==> src/rtl/sample_voice_scheduler.sv <==
// sample_voice_scheduler
// Shares one single-port sample BRAM read port between NUM_VOICES playback
// voices. Each sample tick sweeps the voices in order 0..N-1, issues one read
// per voice from its private wrapping playback address, and captures the
// returned samples once the BRAM read latency has elapsed.
module sample_voice_scheduler #(
    parameter int NUM_VOICES   = 4,
    parameter int BRAM_DEPTH   = 8192,
    parameter int ADDR_WIDTH   = 13,
    parameter int DATA_WIDTH   = 16,
    parameter int READ_LATENCY = 2
) (
    input  logic                             clk_in,
    input  logic                             rst_in,
    input  logic                             sample_tick_in,
    input  logic [NUM_VOICES-1:0]            gate_in,
    output logic [ADDR_WIDTH-1:0]            bram_addr_out,
    input  logic [DATA_WIDTH-1:0]            bram_data_in,
    output logic [NUM_VOICES*DATA_WIDTH-1:0] voice_sample_out,
    output logic                             sample_valid_out,
    output logic                             busy_out,
    output logic                             overrun_out
);

    localparam int IDX_W = (NUM_VOICES > 1) ? $clog2(NUM_VOICES) : 1;
    localparam int CNT_W = (READ_LATENCY > 1) ? $clog2(READ_LATENCY) : 1;

    localparam logic [IDX_W-1:0]      LAST_VOICE = IDX_W'(NUM_VOICES - 1);
    localparam logic [CNT_W-1:0]      LAST_DRAIN = CNT_W'(READ_LATENCY - 1);
    localparam logic [ADDR_WIDTH-1:0] LAST_ADDR  = ADDR_WIDTH'(BRAM_DEPTH - 1);

    typedef enum logic [1:0] {
        IDLE,
        ISSUE,
        DRAIN,
        DONE
    } state_t;

    state_t                  state;
    logic [IDX_W-1:0]        voice_idx;
    logic [IDX_W-1:0]        next_idx;
    logic [CNT_W-1:0]        drain_cnt;
    logic [NUM_VOICES-1:0]   gate_snap;
    logic [ADDR_WIDTH-1:0]   addr [NUM_VOICES];

    // Read-return tracking: stage j holds the read issued j+1 cycles earlier,
    // so the last stage lines up with the data the BRAM is returning now.
    logic                    vld_p  [READ_LATENCY];
    logic [IDX_W-1:0]        idx_p  [READ_LATENCY];
    logic                    gate_p [READ_LATENCY];

    logic signed [DATA_WIDTH-1:0] bram_sample;

    // Next playback address; compares against the last valid address so that
    // non-power-of-2 depths wrap correctly.
    function automatic logic [ADDR_WIDTH-1:0] wrap_inc(input logic [ADDR_WIDTH-1:0] a);
        return (a == LAST_ADDR) ? '0 : a + ADDR_WIDTH'(1);
    endfunction

    // Ungated voices deliver silence instead of whatever the BRAM returned.
    function automatic logic signed [DATA_WIDTH-1:0] gated_sample(
        input logic                         gate,
        input logic signed [DATA_WIDTH-1:0] d
    );
        return gate ? d : '0;
    endfunction

    assign next_idx    = voice_idx + IDX_W'(1);
    assign bram_sample = bram_data_in;

    // Sweep sequencer: IDLE -> ISSUE (one cycle per voice) -> DRAIN -> DONE.
    always_ff @(posedge clk_in or negedge rst_in) begin
        if (!rst_in) begin
            state            <= IDLE;
            voice_idx        <= '0;
            drain_cnt        <= '0;
            gate_snap        <= '0;
            bram_addr_out    <= '0;
            sample_valid_out <= 1'b0;
            busy_out         <= 1'b0;
            overrun_out      <= 1'b0;
        end else begin
            sample_valid_out <= 1'b0;
            overrun_out      <= sample_tick_in && (state != IDLE);
            case (state)
                IDLE: begin
                    if (sample_tick_in) begin
                        gate_snap     <= gate_in;
                        voice_idx     <= '0;
                        bram_addr_out <= addr[0];
                        busy_out      <= 1'b1;
                        state         <= ISSUE;
                    end
                end
                ISSUE: begin
                    if (voice_idx == LAST_VOICE) begin
                        drain_cnt <= '0;
                        state     <= DRAIN;
                    end else begin
                        voice_idx     <= next_idx;
                        bram_addr_out <= addr[next_idx];
                    end
                end
                DRAIN: begin
                    if (drain_cnt == LAST_DRAIN) begin
                        sample_valid_out <= 1'b1;
                        state            <= DONE;
                    end else begin
                        drain_cnt <= drain_cnt + CNT_W'(1);
                    end
                end
                DONE: begin
                    busy_out <= 1'b0;
                    state    <= IDLE;
                end
                default: state <= IDLE;
            endcase
        end
    end

    // Per-voice playback addresses: a low gate clears, and wins over the
    // increment that follows the voice's own issue slot.
    always_ff @(posedge clk_in or negedge rst_in) begin
        if (!rst_in) begin
            for (int v = 0; v < NUM_VOICES; v++) begin
                addr[v] <= '0;
            end
        end else begin
            for (int v = 0; v < NUM_VOICES; v++) begin
                if (!gate_in[v]) begin
                    addr[v] <= '0;
                end else if (state == ISSUE && voice_idx == IDX_W'(v) && gate_snap[v]) begin
                    addr[v] <= wrap_inc(addr[v]);
                end
            end
        end
    end

    // Valid bits of the read-return delay line.
    always_ff @(posedge clk_in or negedge rst_in) begin
        if (!rst_in) begin
            for (int j = 0; j < READ_LATENCY; j++) begin
                vld_p[j] <= 1'b0;
            end
        end else begin
            vld_p[0] <= (state == ISSUE);
            for (int j = 1; j < READ_LATENCY; j++) begin
                vld_p[j] <= vld_p[j-1];
            end
        end
    end

    // Voice index and gate bit travelling alongside each in-flight read.
    always_ff @(posedge clk_in) begin
        idx_p[0]  <= voice_idx;
        gate_p[0] <= gate_snap[voice_idx];
        for (int j = 1; j < READ_LATENCY; j++) begin
            idx_p[j]  <= idx_p[j-1];
            gate_p[j] <= gate_p[j-1];
        end
    end

    // Capture the returning sample into its voice slot; slots hold otherwise.
    always_ff @(posedge clk_in or negedge rst_in) begin
        if (!rst_in) begin
            voice_sample_out <= '0;
        end else begin
            for (int v = 0; v < NUM_VOICES; v++) begin
                if (vld_p[READ_LATENCY-1] && idx_p[READ_LATENCY-1] == IDX_W'(v)) begin
                    voice_sample_out[v*DATA_WIDTH +: DATA_WIDTH] <=
                        gated_sample(gate_p[READ_LATENCY-1], bram_sample);
                end
            end
        end
    end

endmodule
==> config.mk <==
export PLATFORM = sky130hd
export DESIGN_NAME = sample_voice_scheduler
export DESIGN_NICKNAME = d
export VERILOG_FILES = /design/src/rtl/sample_voice_scheduler.sv
export SDC_FILE = /design/constraint.sdc
export NUM_CORES = 1
export LEC_CHECK = 0
export CAP_MARGIN = 10
export CORE_MARGIN = 2
export CORE_UTILIZATION = 29
export CTS_CLUSTER_DIAMETER = 100
export DETAILED_ROUTE_END_ITERATION = 10
export HOLD_SLACK_MARGIN = 0.03
export PLACE_DENSITY = 0.45
export SLEW_MARGIN = 20
export SYNTH_ARGS = -nofsm -noshare
export SYNTH_HDL_FRONTEND = slang
export SYNTH_SLANG_ARGS = --single-unit
==> constraint.sdc <==
create_clock -name clk_in -period 3.55 [get_ports clk_in]
set_input_delay 0.5325 -clock clk_in [delete_from_list [all_inputs] [get_ports clk_in]]
set_output_delay 0.5325 -clock clk_in [all_outputs]
set_load 0.005 [all_outputs]
==> metrics.txt <==
largest net degree at the start of global routing 84; IO Count 103; family with the most delay on the worst path simple AND/OR/NAND/NOR gates; initial antenna violation count 0; Tmin final 2.51 ns; fmax 0.399 GHz; TritonCTS buffer count 17; most frequent cells in the layout dfrtp_1, nand2_1, o21ai_0, clkdlybuf4s50_1, nor2_1; CTS tree yes; leakage 3.63 nW; Mapped Area 0.00692 mm²; number of global-route vias before repair 5539; RSZ-0062 raised after global routing false; synth warn 0; Slew @ Worst Pin 0.882 ns; Max VDD drop 345 µV; Primary FF master, synth dfrtp_1; starting density of the core 0.295; Critical Path AT 2.80 ns; Multi-input gate area 0.00302 mm²; DRT antenna net count 0; number of antenna diodes 0; clock slew at reported path FFs 0.07 ns; grt ovf 0; Yosys reg bits 149; htree depth 4; DRC viols 0; status finished, final reports clean; Yosys cell types 58; Slew headroom 0.412; CP max stage delay 0.53 ns; DRT Wirelength 19.6 mm; most common cell after layout, fill and taps aside dfrtp_1; Seq/Total Area, Yosys 0.535; Async SR Flop Fraction 0.960; register area 0.00370 mm²; EDFF count, synth 0; Layout area overhead 28.0%; Mapped Nets 741; CTS Sinks 149; global-route wire length before repair 31.2 mm; final setup vio count 0; share of cells above drive strength 1 0.0845; DR pass1 iterations 5; nets@finish 840; CP required 3.84 ns; gr usage total 0.162; CP Launch Type register; Mean Syn Cell Area 9.81 µm²; Root Driver clkbuf_16; max-slew violations 0; wire per inst 17.2 µm; crit path kind reg2reg; max cap viols 0; row count 56; Die Width 158 µm; HPWL after DPL 14.2 mm; PostCTS Resize Cnt 0; Final Util 0.377; clock latency on the worst-skew pair 0.43 ns; crit end category register; DIE HEIGHT 158 µm; CP max stage cell ha_1; count of final hold-check violations 0; cells along the critical path inv_1, ha_1, buf_4, and3_1, nand4_1, o21ai_1, nor2_1; Avg Vias per Cell 4.93; post-CTS setup buffers 0; Setup Skew 0.0143 ns; crit path buf inv count 2; setup TNS 0 ns; placer congestion estimate 0.844; Die ar. 0.0251 mm²; CTS Buffer Depth 2; cts-stage hold buffer count 0; period utilization 0.706; P per Cell Area 723 mW/mm²; FILL cells 2346; drt initial violations 332; Critical Path Fanout Max 18; Port-buffer cells 102; vias 5604; Syn Inst Count 705; Core Region 0.0235 mm²; Hold/Removal Path Class in2async
==> path summary, 6_finish.rpt <==
path	slack (ns)	endpoint	start	cells after the start
max in group asynchronous	2.54	addr[28]$_DFFE_PN0P_	rst_in	2
hold / removal	0.13	voice_sample_out[0]$_DFFE_PN0P_	rst_in	1
min in group clk_in	0.33	idx_p[0][3]$_DFF_P_	idx_p[0][1]$_DFF_P_	0
setup / recovery	1.04	addr[45]$_DFFE_PN0P_	state[1]$_DFFE_PN0P_	7
hold reg to reg	0.33	idx_p[0][3]$_DFF_P_	idx_p[0][1]$_DFF_P_	0
setup reg to reg	1.04	addr[45]$_DFFE_PN0P_	state[1]$_DFFE_PN0P_	7
==> sequential cells by signal, summed over array words and instances, names as in the netlist <==
| register | cells |
|---|---|
| idx_p | 4 |
| vld_p | 2 |
| voice_idx | 2 |
| sample_valid_out | 1 |
| voice_sample_out | 64 |
| gate_snap | 4 |
| busy_out | 1 |
| gate_p | 2 |
| overrun_out | 1 |
| addr | 52 |
| bram_addr_out | 13 |
| state | 2 |
| drain_cnt | 1 |
==> power breakdown <==
group / leakage [nW] / total [W] / switching (W) / internal (W)
Combinational: 1.42 / 0.00213 / 0.00106 / 0.00107
Clock: 0.282 / 0.00177 / 0.000816 / 0.000950
Sequential: 1.93 / 0.00250 / 0.000328 / 0.00218
Total: 3.63 / 0.00640 / 0.00220 / 0.00419
==> cells by family after synthesis <==
family,Yosys count,share of synthesized area
buffers and inverters,52,0.0293
XOR/XNOR,26,0.0329
AND/OR/NAND/NOR,257,0.181
adder cells (fa/ha/maj),13,0.0235
flip-flops,149,0.535
multiplexers,17,0.0291
AO/OA/AOI/OAI,191,0.170
==> worst reg2reg max path: cells and delay by family (launching register included) <==
family          cells  cell delay (ns)
simple gates        3             0.56
flops               1             0.40
buf+inv             2             0.46
fa+ha+maj           1             0.54
compound gates      1             0.43
==> routing by layer <==
layer	wire [µm]	vias up	global-route usage
li1	-	2729	-
met1	9290	2697	0.220
met2	9020	168	0.261
met3	1070	10	0.0365
met4	178	0	0.0399
met5	0	-	0
==> metrics by stage <==
step | hold WS, ns | worst slack, ns | power (W) | instances | cell area, µm²
floorplan | 0.237 | 1.02 | 0.00348 | 705 | 6920
global placement | 0.316 | 1.10 | 0.00466 | 1104 | 8280
detailed placement | 0.312 | 1.04 | 0.00470 | 1104 | 8280
CTS | 0.174 | 1.02 | 0.00649 | 1136 | 8850
global route | 0.195 | 0.746 | 0.00686 | 1136 | 8850
finish | 0.134 | 1.04 | 0.00640 | 1136 | 8850
==> cell usage after synthesis (3+ instances only) <==
| library cell | instances | share of area |
|---|---|---|
| dfrtp_1 | 143 | 0.52 |
| nand2_1 | 123 | 0.067 |
| o21ai_0 | 103 | 0.075 |
| nor2_1 | 38 | 0.021 |
| clkbuf_1 | 26 | 0.014 |
| nand3_1 | 22 | 0.016 |
| inv_1 | 21 | 0.011 |
| xnor2_1 | 21 | 0.027 |
| a21oi_1 | 17 | 0.012 |
| nand3b_1 | 16 | 0.017 |
| mux2_2 | 15 | 0.024 |
| nand4_1 | 15 | 0.014 |
| ha_1 | 13 | 0.024 |
| o2bb2ai_1 | 13 | 0.016 |
| a211oi_1 | 11 | 0.012 |
| nor4_1 | 7 | 0.0063 |
| a31oi_1 | 6 | 0.0054 |
| and3_1 | 6 | 0.0054 |
| dfxtp_1 | 6 | 0.017 |
| o31ai_1 | 6 | 0.0065 |
| or4_1 | 6 | 0.0065 |
| and4_1 | 5 | 0.0063 |
| xor2_1 | 5 | 0.0063 |
| or3_1 | 4 | 0.0036 |
| a2111oi_0 | 3 | 0.0038 |
| a21boi_0 | 3 | 0.0033 |
| a22o_1 | 3 | 0.0038 |
| a32o_1 | 3 | 0.0043 |
| buf_2 | 3 | 0.0022 |
| o211ai_1 | 3 | 0.0033 |
==> layout make-up <==
type,instances,area share
Timing Repair Buffer,111,0.123
Clock buffer,18,0.0496
Sequential cell,149,0.418
Tap cell,319,0.0451
Inverter,21,0.00890
Multi-Input combinational cell,504,0.341
Clock inverter,14,0.0147
(Power assumes the default switching activity.)
